==> src/rtl/dds_step_controller.sv <==
// DDS tuning-word controller: six active-low buttons are synchronized, debounced and edge-detected; each accepted press applies one saturating step adjustment.
// Optional auto-repeat while a button is held: define DDS_STEP_AUTOREPEAT_EN.
module dds_step_controller #(
  parameter int STEP_W          = 23,
  parameter int STEP_MIN        = 10000,
  parameter int STEP_MAX        = 2000000,
  parameter int DELTA_COARSE    = 10000,
  parameter int DELTA_MICRO     = 1000,
  parameter int DELTA_NANO      = 1,
`ifdef DDS_STEP_AUTOREPEAT_EN
  parameter int REPEAT_DELAY    = 25000000,
  parameter int REPEAT_PERIOD   = 5000000,
`endif
  parameter int DEBOUNCE_CYCLES = 500000
) (
  input  logic              clk,
  input  logic              reset,
  input  logic              sw_add,
  input  logic              sw_sub,
  input  logic              sw_micro_add,
  input  logic              sw_micro_sub,
  input  logic              sw_nano_add,
  input  logic              sw_nano_sub,
  output logic [STEP_W-1:0] step,
  output logic              step_update,
  output logic              at_limit,
  output logic [1:0]        dbg_state
);

  localparam int AW  = STEP_W + 1;
  localparam int DCW = $clog2(DEBOUNCE_CYCLES + 1);
  localparam logic [DCW-1:0] DEB_LAST = DCW'(DEBOUNCE_CYCLES - 1);
  localparam logic [AW-1:0]  MIN_W    = AW'(STEP_MIN);
  localparam logic [AW-1:0]  MAX_W    = AW'(STEP_MAX);

  typedef enum logic [1:0] {IDLE = 2'd0, HOLD = 2'd1, REPEAT = 2'd2} state_t;

  // Index 0 has the highest priority; even indices add, odd indices subtract.
  logic [5:0] raw;
  assign raw = {sw_nano_sub, sw_nano_add, sw_micro_sub, sw_micro_add, sw_sub, sw_add};

  logic [5:0]     sync1, sync2, deb, deb_prev, press;
  logic [DCW-1:0] dcnt [6];

  always_ff @(posedge clk or negedge reset) begin
    if (!reset) begin
      sync1    <= '1;
      sync2    <= '1;
      deb      <= '1;
      deb_prev <= '1;
      press    <= '0;
      for (int i = 0; i < 6; i++) dcnt[i] <= '0;
    end else begin
      sync1    <= raw;
      sync2    <= sync1;
      deb_prev <= deb;
      press    <= deb_prev & ~deb;
      for (int i = 0; i < 6; i++) begin
        if (sync2[i] == deb[i]) begin
          dcnt[i] <= '0;
        end else if (dcnt[i] == DEB_LAST) begin
          deb[i]  <= sync2[i];
          dcnt[i] <= '0;
        end else begin
          dcnt[i] <= dcnt[i] + 1'b1;
        end
      end
    end
  end

  state_t     state, state_nx;
  logic [2:0] idx, idx_nx, pick_idx, adj_idx;
  logic       any_press, apply;
  logic [AW-1:0] delta_w, step_w, sum_w, new_w;

  always_comb begin
    pick_idx  = 3'd0;
    any_press = |press;
    for (int i = 5; i >= 0; i--) begin
      if (press[i]) pick_idx = 3'(i);
    end
  end

  assign adj_idx = (state == IDLE) ? pick_idx : idx;
  assign step_w  = {1'b0, step};
  assign sum_w   = step_w + delta_w;

  always_comb begin
    delta_w = AW'(DELTA_NANO);
    case (adj_idx[2:1])
      2'd0:    delta_w = AW'(DELTA_COARSE);
      2'd1:    delta_w = AW'(DELTA_MICRO);
      default: delta_w = AW'(DELTA_NANO);
    endcase
    if (!adj_idx[0]) new_w = (sum_w > MAX_W) ? MAX_W : sum_w;
    else             new_w = (step_w < MIN_W + delta_w) ? MIN_W : step_w - delta_w;
  end

`ifdef DDS_STEP_AUTOREPEAT_EN
  localparam int RMAX = (REPEAT_DELAY > REPEAT_PERIOD) ? REPEAT_DELAY : REPEAT_PERIOD;
  localparam int RCW  = $clog2(RMAX + 1);
  localparam logic [RCW-1:0] RD_LAST = RCW'(REPEAT_DELAY - 1);
  localparam logic [RCW-1:0] RP_LAST = RCW'(REPEAT_PERIOD - 1);
  logic [RCW-1:0] rcnt, rcnt_nx;
`endif

  always_comb begin
    state_nx = state;
    idx_nx   = idx;
    apply    = 1'b0;
    case (state)
      IDLE: begin
        if (any_press) begin
          apply    = 1'b1;
          idx_nx   = pick_idx;
          state_nx = HOLD;
        end
      end
      HOLD: begin
        if (deb[idx]) state_nx = IDLE;
`ifdef DDS_STEP_AUTOREPEAT_EN
        else if (rcnt == RD_LAST) begin
          apply    = 1'b1;
          state_nx = REPEAT;
        end
`endif
      end
      REPEAT: begin
`ifdef DDS_STEP_AUTOREPEAT_EN
        if (deb[idx])              state_nx = IDLE;
        else if (rcnt == RP_LAST)  apply    = 1'b1;
`else
        state_nx = IDLE;
`endif
      end
      default: state_nx = IDLE;
    endcase
`ifdef DDS_STEP_AUTOREPEAT_EN
    // The counter restarts on every adjustment so it times both the delay and each period.
    rcnt_nx = (apply || state_nx == IDLE) ? '0 : rcnt + 1'b1;
`endif
  end

  always_ff @(posedge clk or negedge reset) begin
    if (!reset) begin
      state       <= IDLE;
      idx         <= 3'd0;
      step        <= STEP_W'(STEP_MIN);
      step_update <= 1'b0;
      at_limit    <= 1'b1;
    end else begin
      state       <= state_nx;
      idx         <= idx_nx;
      step_update <= apply && (new_w[STEP_W-1:0] != step);
      if (apply) begin
        step     <= new_w[STEP_W-1:0];
        at_limit <= (new_w == MIN_W) || (new_w == MAX_W);
      end
    end
  end

`ifdef DDS_STEP_AUTOREPEAT_EN
  always_ff @(posedge clk or negedge reset) begin
    if (!reset) rcnt <= '0;
    else        rcnt <= rcnt_nx;
  end
`endif

  assign dbg_state = state;

endmodule
==> config.mk <==
export PLATFORM = sky130hd
export DESIGN_NAME = dds_step_controller
export DESIGN_NICKNAME = d
export VERILOG_FILES = /design/src/rtl/dds_step_controller.sv
export SDC_FILE = /design/constraint.sdc
export NUM_CORES = 1
export LEC_CHECK = 0
export CAP_MARGIN = 20
export CORE_ASPECT_RATIO = 0.6
export CORE_MARGIN = 2
export CORE_UTILIZATION = 45
export DETAILED_ROUTE_END_ITERATION = 6
export PLACE_DENSITY_LB_ADDON = 0.08
export SYNTH_ARGS = -nofsm -noshare
export SYNTH_HDL_FRONTEND = slang
export SYNTH_SLANG_ARGS = --single-unit
==> constraint.sdc <==
create_clock -name clk -period 6.8 [get_ports clk]
set_input_delay 0.68 -clock clk [delete_from_list [all_inputs] [get_ports clk]]
set_output_delay 0.68 -clock clk [all_outputs]
set_load 0.01 [all_outputs]
==> metrics.txt <==
# TYPE chip_impl_metric gauge
chip_impl_metric{name="synth-warning-count",unit=""} 0
chip_impl_metric{name="timing.final.max_slew_violations",unit=""} 0
chip_impl_metric{name="floorplan.initialDensity",unit="%"} 45.54
chip_impl_metric{name="post_synthesis_average_cell_area",unit="µm²"} 8.871
chip_impl_metric{name="ys_async_sr_fraction",unit="%"} 100.0
chip_impl_metric{name="wirelength",unit="µm"} 30470
chip_impl_metric{name="cts.htree.levels",unit=""} 4
chip_impl_metric{name="synth.ff_latch_count",unit=""} 173
chip_impl_info{name="most_frequent_cells_in_the_layout",value="nor2_1, dfrtp_1, nand2_1"} 1
chip_impl_metric{name="p_leak",unit="nW"} 4.949
chip_impl_metric{name="worst_ir_drop_on_vdd",unit="V"} 0.0001902
chip_impl_metric{name="numCtsBuffers",unit=""} 17
chip_impl_info{name="min_path_type",value="primary input to async pin"} 1
chip_impl_metric{name="synth_seq_area_share",unit="%"} 39.86
chip_impl_metric{name="number_of_instances_resized_during_post_cts_repair",unit=""} 0
chip_impl_info{name="cts_root_buf",value="clkbuf_16"} 1
chip_impl_metric{name="grt_max_degree",unit=""} 90
chip_impl_metric{name="global_route.overflow_total",unit=""} 0
chip_impl_metric{name="first_global_vias",unit=""} 8486
chip_impl_metric{name="slew-limit-headroom",unit="%"} 26.51
chip_impl_info{name="rsz0062_at_grt",value="no"} 1
chip_impl_metric{name="nFillCells",unit=""} 2251
chip_impl_info{name="worst_setup_path_end_kind",value="flip-flop"} 1
chip_impl_metric{name="timing.critical_path.arrival",unit="ns"} 6.61
chip_impl_metric{name="num_vias",unit=""} 9234
chip_impl_metric{name="post_synth_inst_count",unit=""} 1235
chip_impl_info{name="status",value="finished clean"} 1
chip_impl_metric{name="setup_tns",unit="ns"} 0
chip_impl_metric{name="port_buffers",unit=""} 33
chip_impl_info{name="worstSetupStartpointType",value="flip-flop"} 1
chip_impl_metric{name="finalWeightedCongestion",unit=""} 0.9620
chip_impl_metric{name="mappedNetlistNets",unit=""} 1279
chip_impl_metric{name="required",unit="ns"} 7.18
chip_impl_metric{name="drc",unit=""} 0
chip_impl_metric{name="power_density",unit="mW/mm²"} 177.3
chip_impl_metric{name="cts_hold_buf",unit=""} 0
chip_impl_metric{name="dp.final_hpwl",unit="µm"} 22320
chip_impl_metric{name="count_of_max_cap_constraint_violations",unit=""} 0
chip_impl_info{name="mostFrequentLayoutCell",value="nor2_1"} 1
chip_impl_metric{name="clk_skew",unit="ns"} 0.01434
chip_impl_info{name="cts_tree",value="done"} 1
chip_impl_metric{name="vias_per_cell",unit=""} 5.844
chip_impl_metric{name="antenna_found_initial",unit=""} 0
chip_impl_info{name="worst-setup-path-type",value="flip-flop to flip-flop"} 1
chip_impl_metric{name="antenna_violating_nets_post_route",unit=""} 0
chip_impl_metric{name="floorplan.die.height",unit="µm"} 124.9
chip_impl_metric{name="finalCriticalPeriod",unit="ns"} 6.227
chip_impl_metric{name="post-route-period-util",unit="%"} 91.57
chip_impl_metric{name="final-setup-viol-count",unit=""} 0
chip_impl_metric{name="worst_hold_slack",unit="ns"} 0.3131
chip_impl_metric{name="die_area",unit="mm²"} 0.02565
chip_impl_metric{name="clkSlewWorstSetupHoldPaths",unit="ns"} 0.07
chip_impl_metric{name="max_freq",unit="MHz"} 160.6
chip_impl_metric{name="detail_route.iter0.violations",unit=""} 859
chip_impl_metric{name="antenna_cells_inserted",unit=""} 0
chip_impl_metric{name="synthesis.area",unit="mm²"} 0.01096
chip_impl_metric{name="fp.dieW",unit="µm"} 205.4
chip_impl_metric{name="clk_latency",unit="ns"} 0.44
chip_impl_metric{name="floorplan.io_pins",unit=""} 35
chip_impl_metric{name="finalHoldViolations",unit=""} 0
chip_impl_metric{name="synth_enable_flop_cells",unit=""} 0
chip_impl_metric{name="cts-root-to-sink-buffers",unit=""} 2
chip_impl_metric{name="area_delta_synth_final",unit="%"} 11.23
chip_impl_metric{name="final_layout_size_suffix_gt1_share",unit="%"} 9.300
chip_impl_metric{name="crit_path_max_fanout",unit=""} 16
chip_impl_metric{name="worst_slack",unit="ns"} 0.5734
chip_impl_metric{name="grt_pass1_wl",unit="µm"} 48780
chip_impl_metric{name="pre_cts_slack",unit="ns"} 0.8629
chip_impl_metric{name="yosysUniqueCellTypes",unit=""} 92
chip_impl_metric{name="globalRouteTotalUtil",unit="%"} 24.70
chip_impl_metric{name="fp-row-count",unit=""} 44
chip_impl_metric{name="fp.coreArea",unit="mm²"} 0.02406
chip_impl_metric{name="final_nets",unit=""} 1289
chip_impl_metric{name="clock_sink_count",unit=""} 173
chip_impl_metric{name="routedWlPerCell",unit="µm"} 19.29
chip_impl_info{name="synth_flop_cell",value="dfrtp_1"} 1
chip_impl_metric{name="detailedRoute.firstPassIterationCount",unit=""} 6
chip_impl_metric{name="tightestPinTransition",unit="ns"} 1.102
chip_impl_metric{name="cts_setup_buffers",unit=""} 0
kinds of logic (layout without fill, tap and decap cells):
logic type / after synthesis / count (layout) / synth area share [%]
simple gates: 557 / 557 / 26.08
compound gates: 245 / 245 / 15.62
flops: 173 / 173 / 39.86
xor+xnor: 117 / 117 / 9.354
buf+inv: 93 / 116 / 3.506
fa+ha+maj: 36 / 36 / 4.111
mux: 13 / 13 / 1.428
other cells: 1 / 1 / 0.03423
power by group:
| part | leakage (nW) | switching (W) | internal, W |
|---|---|---|---|
| clock | 0.302 | 0.000421 | 0.000629 |
| combinational | 2.35 | 0.0000392 | 0.0000151 |
| sequential | 2.30 | 0.0000109 | 0.00104 |
| total | 4.95 | 0.000471 | 0.00169 |
path summary, 6_finish.rpt:
kind | start | end | slack (ns) | cells after the start
max reg2reg | press[0] | at_limit | 0.57 | 18
min in group clk | sync1[2] | sync2[2] | 0.36 | 0
max in group asynchronous | reset | dcnt[1] | 5.35 | 2
min | reset | dcnt[63] | 0.31 | 1
max | press[0] | at_limit | 0.57 | 18
min reg2reg | sync1[2] | sync2[2] | 0.36 | 0
stage by stage:
stage	total power, W	util [%]	instance area (µm²)	instances
floorplan	0.001098	-	10960	1235
global placement	0.001131	48.03	11550	1548
detailed placement	0.001131	48.03	11550	1548
CTS	0.002196	50.65	12190	1580
global route	0.002245	50.65	12190	1580
finish	0.002160	50.65	12190	1580
critical path: stages (launching register included):
cell and delay [ns]:
dfrtp_1 0.43, nor4_1 0.54, a22o_1 0.25, nand3b_1 0.16, ha_1 0.34, inv_1 0.11
ha_1 0.61, and4b_1 0.34, nand4_1 0.12, o31ai_1 0.66, o21ai_1 0.24, xnor2_1 0.19
or3b_4 0.42, a211oi_2 0.41, or2_1 0.33, nor3_1 0.08, o32ai_1 0.46, and4bb_1 0.31
a32o_1 0.17
routing by layer:
layer | global-route usage, % | wire (µm) | vias up
li1 | - | - | 4436
met1 | 40.37 | 16040 | 4414
met2 | 29.29 | 10900 | 350
met3 | 9.498 | 3177 | 32
met4 | 4.867 | 286 | 2
met5 | 1.984 | 69 | -
layout make-up:
type                            instances  area, µm²  area share, %
Multi-Input combinational cell        969       6218          51.03
Sequential cell                       173       4367          35.84
Clock buffer                           20      446.7          3.666
Timing Repair Buffer                   44      416.7          3.419
Tap cell                              322      402.9          3.306
Clock inverter                         12      183.9          1.509
Inverter                               40      150.1          1.232
sequential cells by signal, summed over array words and instances (netlist names), 3 cells and up:
name	cells
dcnt	114
step	23
deb	6
deb_prev	6
press	6
sync1	6
sync2	6
idx	3
synthesized netlist by cell type (9+ instances only):
cell type / count / area share, %
nor3_1: 32 / 1.5
nor2_1: 178 / 6.1
xor2_1: 56 / 4.5
nor4_1: 16 / 0.91
inv_1: 40 / 1.4
nand2_1: 91 / 3.1
o31ai_1: 13 / 0.89
nand4_1: 15 / 0.86
dfrtp_1: 143 / 33
or4_1: 9 / 0.62
nor2b_1: 16 / 0.91
a211oi_1: 11 / 0.75
clkbuf_1: 39 / 1.3
ha_1: 36 / 4.1
a21oi_1: 55 / 2.5
o21ai_0: 62 / 2.8
dfstp_2: 30 / 7.2
nand3_1: 71 / 3.2
xnor2_1: 61 / 4.9
or3_1: 22 / 1.3
and3_1: 25 / 1.4
nand2b_1: 14 / 0.80
or2_2: 9 / 0.51
(Power assumes the default switching activity.)
==> variant 1, RTL diff (same flow settings) <==
Remove the register `step_update`: a continuous assignment takes its place, so the output `step_update` follows one clock earlier.
--- a/src/rtl/dds_step_controller.sv
+++ b/src/rtl/dds_step_controller.sv
@@ -148,3 +148,2 @@
       step        <= STEP_W'(STEP_MIN);
-      step_update <= 1'b0;
       at_limit    <= 1'b1;
@@ -153,3 +152,2 @@
       idx         <= idx_nx;
-      step_update <= apply && (new_w[STEP_W-1:0] != step);
       if (apply) begin
@@ -160,2 +158,4 @@
   end
+
+  assign step_update = apply && (new_w[STEP_W-1:0] != step);
 
Check against the original RTL: same outputs for any inputs over 10 cycles, from zero or initial values and one cycle with reset low; that may be too few to reach the edited logic, so the function may still have changed.
==> variant 1 against the original RTL <==
  * Setup slack got worse by 130 ps
  * Design area rose by 2.2%
  * Wire length rose by 3.6%
  * Power fell by 3.7%
  * Sequential cell count fell by 1
  * Clock power fell by 7%
  * Area after synthesis fell by 0.23%
  * Sequential share of layout area fell by 0.97 points
==> variant 1: results (changes against the original RTL) <==
power:
  powerClk_mw: 0.975  # -7%
  p_int_mw: 1.61  # -4.9%
  p_seq_frac: 0.505  # +0.016
  ir_worst_vdd_uv: 157  # -17%
  p_leak_nw: 5.11  # +3.3%
  p_sw_mw: 0.473  # +0.45%
drt:
  drtIter0Drc: 1060  # +23%
  avgRoutedWirePerCell_um: 19.6  # +1.6%
  vias: 9422  # +2.0%
  firstDrtPassIters: 6  # unchanged
yosys:
  syn-num-nets: 1278  # -0.078%
  ys_top_cells_by_count: "nor2_1, dfrtp_1, nand2_1, nand3_1, o21ai_0"
  yosysWarningCount: 0  # unchanged
  synth_sequential_area_ratio: 0.397  # -0.00138
  synth_top_area_frac: 0.325  # -0.00154
  synthTopCellsByArea: "dfrtp_1, dfstp_2, nor2_1, xnor2_1, xor2_1"
placed_design:
  dp_hpwl_um: 23100  # +3.3%
  pre_cts_slack_ps: 328  # -535 ps
  gp_congestion: 0.992  # +3.1%
grt:
  grt_pass1_wl_um: 50000  # +2.6%
  grt_util_all_layers: 0.254  # +0.00682
  grt_max_degree: 75  # -17%
  grt_pass1_vias: 8733  # +2.9%
worst_setup_path:
  worst_path_max_delay_cell: "dfrtp_1"
  cpPeakStageDelay_ps: 480  # -180 ps
  cp.arrival_ps: 5680  # -930 ps
  path_max_fanout: 7  # -9
  crit_family: "compound AO/OA/AOI/OAI gates"
sta:
  fin_skew_ps: 11.3  # -3.02 ps
  maxSlewHeadroom: 0.333  # +0.0684
clock_tree:
  path_clk_slew_ps: 70  # about the same
  htreeDepth: 4  # unchanged
  clk_latency_ps: 440  # about the same
hold_path:
  hp-class: "in2async"
cells_and_area:
  drive_gt1_frac: 0.130  # +0.0373
  largestRegisters: "dcnt (114), step (23)"
run_status:
  status: "finished, final reports clean"
variant 1: logic make-up (layout without fill, tap and decap cells):
family,after synthesis,after routing,synth area share
adders and majority gates,36,36,0.0412
muxes,13,13,0.0143
and+or+nand+nor,557,557,0.261
xor gates and xnor gates,117,117,0.0937
AOI/OAI and AO/OA,245,246,0.157
DFF,172,172,0.397
buffers and inverters,93,147,0.0351
other,1,1,0.000343
variant 1: path summary, 6_finish.rpt:
kind	cells after the start	slack [ps]	start	endpoint
min reg2reg	0	350	sync1[2]	sync2[2]
max reg2reg	20	1300	press[0]	at_limit
min in group clk	0	350	sync1[2]	sync2[2]
max	20	440	press[1]	step_update
min	1	260	reset	dcnt[62]
max in group asynchronous	2	5220	reset	step[6]
variant 1: routing by layer:
layer | track usage | vias up | wire length (um) | share of wire
met5 | 0 | - | 0 | 0
met4 | 0.0504 | 0 | 465 | 0.015
met3 | 0.102 | 44 | 3700 | 0.12
met2 | 0.299 | 422 | 11200 | 0.36
met1 | 0.415 | 4467 | 16200 | 0.51
li1 | - | 4489 | - | -
variant 1: through the flow:
stage               cells  area (um2)  hold slack [ps]
global placement     1568       11700              346
floorplan            1234       10900              345
finish               1611       12500              263
global route         1611       12500              308
CTS                  1600       12300              278
detailed placement   1568       11700              347
variant 1: final cells by class:
cell class                 count  area, um2
multi-input combinational    970       6330
inverter                      40        150
timing repair buffer          75        649
tap                          322        403
clock buffer                  19        443
clock inverter                13        140
sequential                   172       4340
fill                        2259      11500
variant 1: repair_timing:
item / 4_1_cts / 5_1_grt
setup buffers: 0 / 10
pin swaps: 0 / 6
gates resized for setup: 4 / 22
endpoints found under the setup margin: 1 / 1
cloned: 0 / 1
==> variant 2, RTL diff (same flow settings) <==
Made on the original files. `STEP_W`: 23 -> 19.
--- a/src/rtl/dds_step_controller.sv
+++ b/src/rtl/dds_step_controller.sv
@@ -3,3 +3,3 @@
 module dds_step_controller #(
-  parameter int STEP_W          = 23,
+  parameter int STEP_W          = 19,
   parameter int STEP_MIN        = 10000,
Interface: changed (resized step); port bits go from 35 to 31. The function was not compared with the original's and may differ.
==> variant 2 against the original RTL <==
  * Power decreased by 2.0%
  * Area after synthesis decreased by 12%
  * Wire length decreased by 25%
  * Setup slack improved by 1200 ps
  * Sequential cell count decreased by 4
  * First-iteration DRC count decreased by 17%
  * Design area decreased by 12%
  * Critical endpoint unchanged
  * Largest power group unchanged
==> variant 2: results (changes against the original RTL) <==
cells_and_area:
  drive_gt1_frac: 0.0913  # -0.00167
  largestRegisters: "dcnt (114), step (19)"
  buffers: 35  # -20%
  clock_area_frac: 0.0581  # +0.00638
  multi_input_area_share: 0.470  # -0.0404
  n_all_inverters: 34  # -15%
  seq_share: 0.396  # +0.0381
  num-multi-input-gates: 792  # -18%
  bufAreaShareNonClock: 0.0313  # -0.00292
  stdcell_count: 1341  # -15%
  clkbuf_count: 18  # -10%
placed_design:
  dp_hpwl_um: 16200  # -27%
  postPlaceCellArea_mm2: 0.0101  # -12%
  gp_congestion: 0.967  # +0.54%
  io_buffers: 29  # -12%
drt:
  firstDrtPassIters: 5  # -1
  drtIter0Drc: 709  # -17%
  vias: 7545  # -18%
  wirelength_um: 22900  # -25%
grt:
  grt_pass1_vias: 6799  # -20%
  grt_util_all_layers: 0.218  # -0.0287
  grt_max_degree: 99  # +10%
  grt_pass1_wl_um: 37700  # -23%
power:
  p_leak_nw: 4.54  # -8.3%
  powerDensity_mw_per_mm2: 197  # +11%
  ir_worst_vdd_uv: 166  # -13%
  p_int_mw: 1.63  # -3.3%
sta:
  post-route-period-util: 0.746  # -0.170
  worstMarginPinSlew_ps: 909  # -193 ps
yosys:
  ys_top_cells_by_count: "nor2_1, dfrtp_1, nand2_1, xor2_1, nand3_1"
  ys_types: 78  # -15%
  syn-num-nets: 1075  # -16%
  synth_sequential_area_ratio: 0.444  # +0.0450
worst_setup_path:
  cpPeakStageDelay_ps: 570  # -90 ps
  path_max_fanout: 9  # -7
  worst_path_max_delay_cell: "nor4_1"
  r2r_cells: 15  # -3
clock_tree:
  clkSinkCount: 169  # -2.3%
run_status:
  status: "finished, final reports clean"
variant 2: cells by family (layout without fill, tap and decap cells):
| family | Yosys count | in the layout | synth area share |
|---|---|---|---|
| adders and majority gates | 36 | 36 | 0.0468 |
| AOI/OAI and AO/OA | 200 | 200 | 0.144 |
| xor gates and xnor gates | 107 | 107 | 0.0974 |
| muxes | 11 | 11 | 0.0135 |
| and+or+nand+nor | 437 | 437 | 0.224 |
| other | 1 | 1 | 0.000390 |
| buffers and inverters | 70 | 101 | 0.0306 |
| DFF | 169 | 169 | 0.444 |
variant 2: worst max-delay path by stage:
stage                           to  slack [ps]          from  depth (start not counted)
final                     at_limit        1730      press[0]                         15
after global placement    at_limit        1920      press[0]                         15
after CTS                 at_limit        1750      press[0]                         15
after global routing      at_limit        1110  dbg_state[0]                         15
after floorplan           at_limit        2670  dbg_state[0]                         16
after detailed placement  at_limit        1750      press[0]                         15
variant 2: power by group through the flow:
stage	combinational [mW]	sequential [mW]	clock [mW]
after floorplan	0.0260	1.05	0
after global placement	0.0546	1.05	0
after detailed placement	0.0548	1.05	0
after CTS	0.0554	1.03	1.06
after global routing	0.0629	1.03	1.11
final	0.0528	1.03	1.03
variant 2: through the flow:
| step | setup WS (ps) | hold slack (ps) | total power, mW |
|---|---|---|---|
| after floorplan | 2670 | 345 | 1.07 |
| after global placement | 1920 | 348 | 1.10 |
| after detailed placement | 1750 | 347 | 1.10 |
| after CTS | 1750 | 358 | 2.15 |
| after global routing | 1110 | 366 | 2.21 |
| final | 1730 | 301 | 2.12 |
variant 2: routing by layer:
metal,GRT usage,routed length [um],vias up
li1,-,-,3687
met5,0,0,-
met1,0.367,13000,3616
met2,0.259,8130,226
met4,0.0534,177,0
met3,0.0629,1620,16
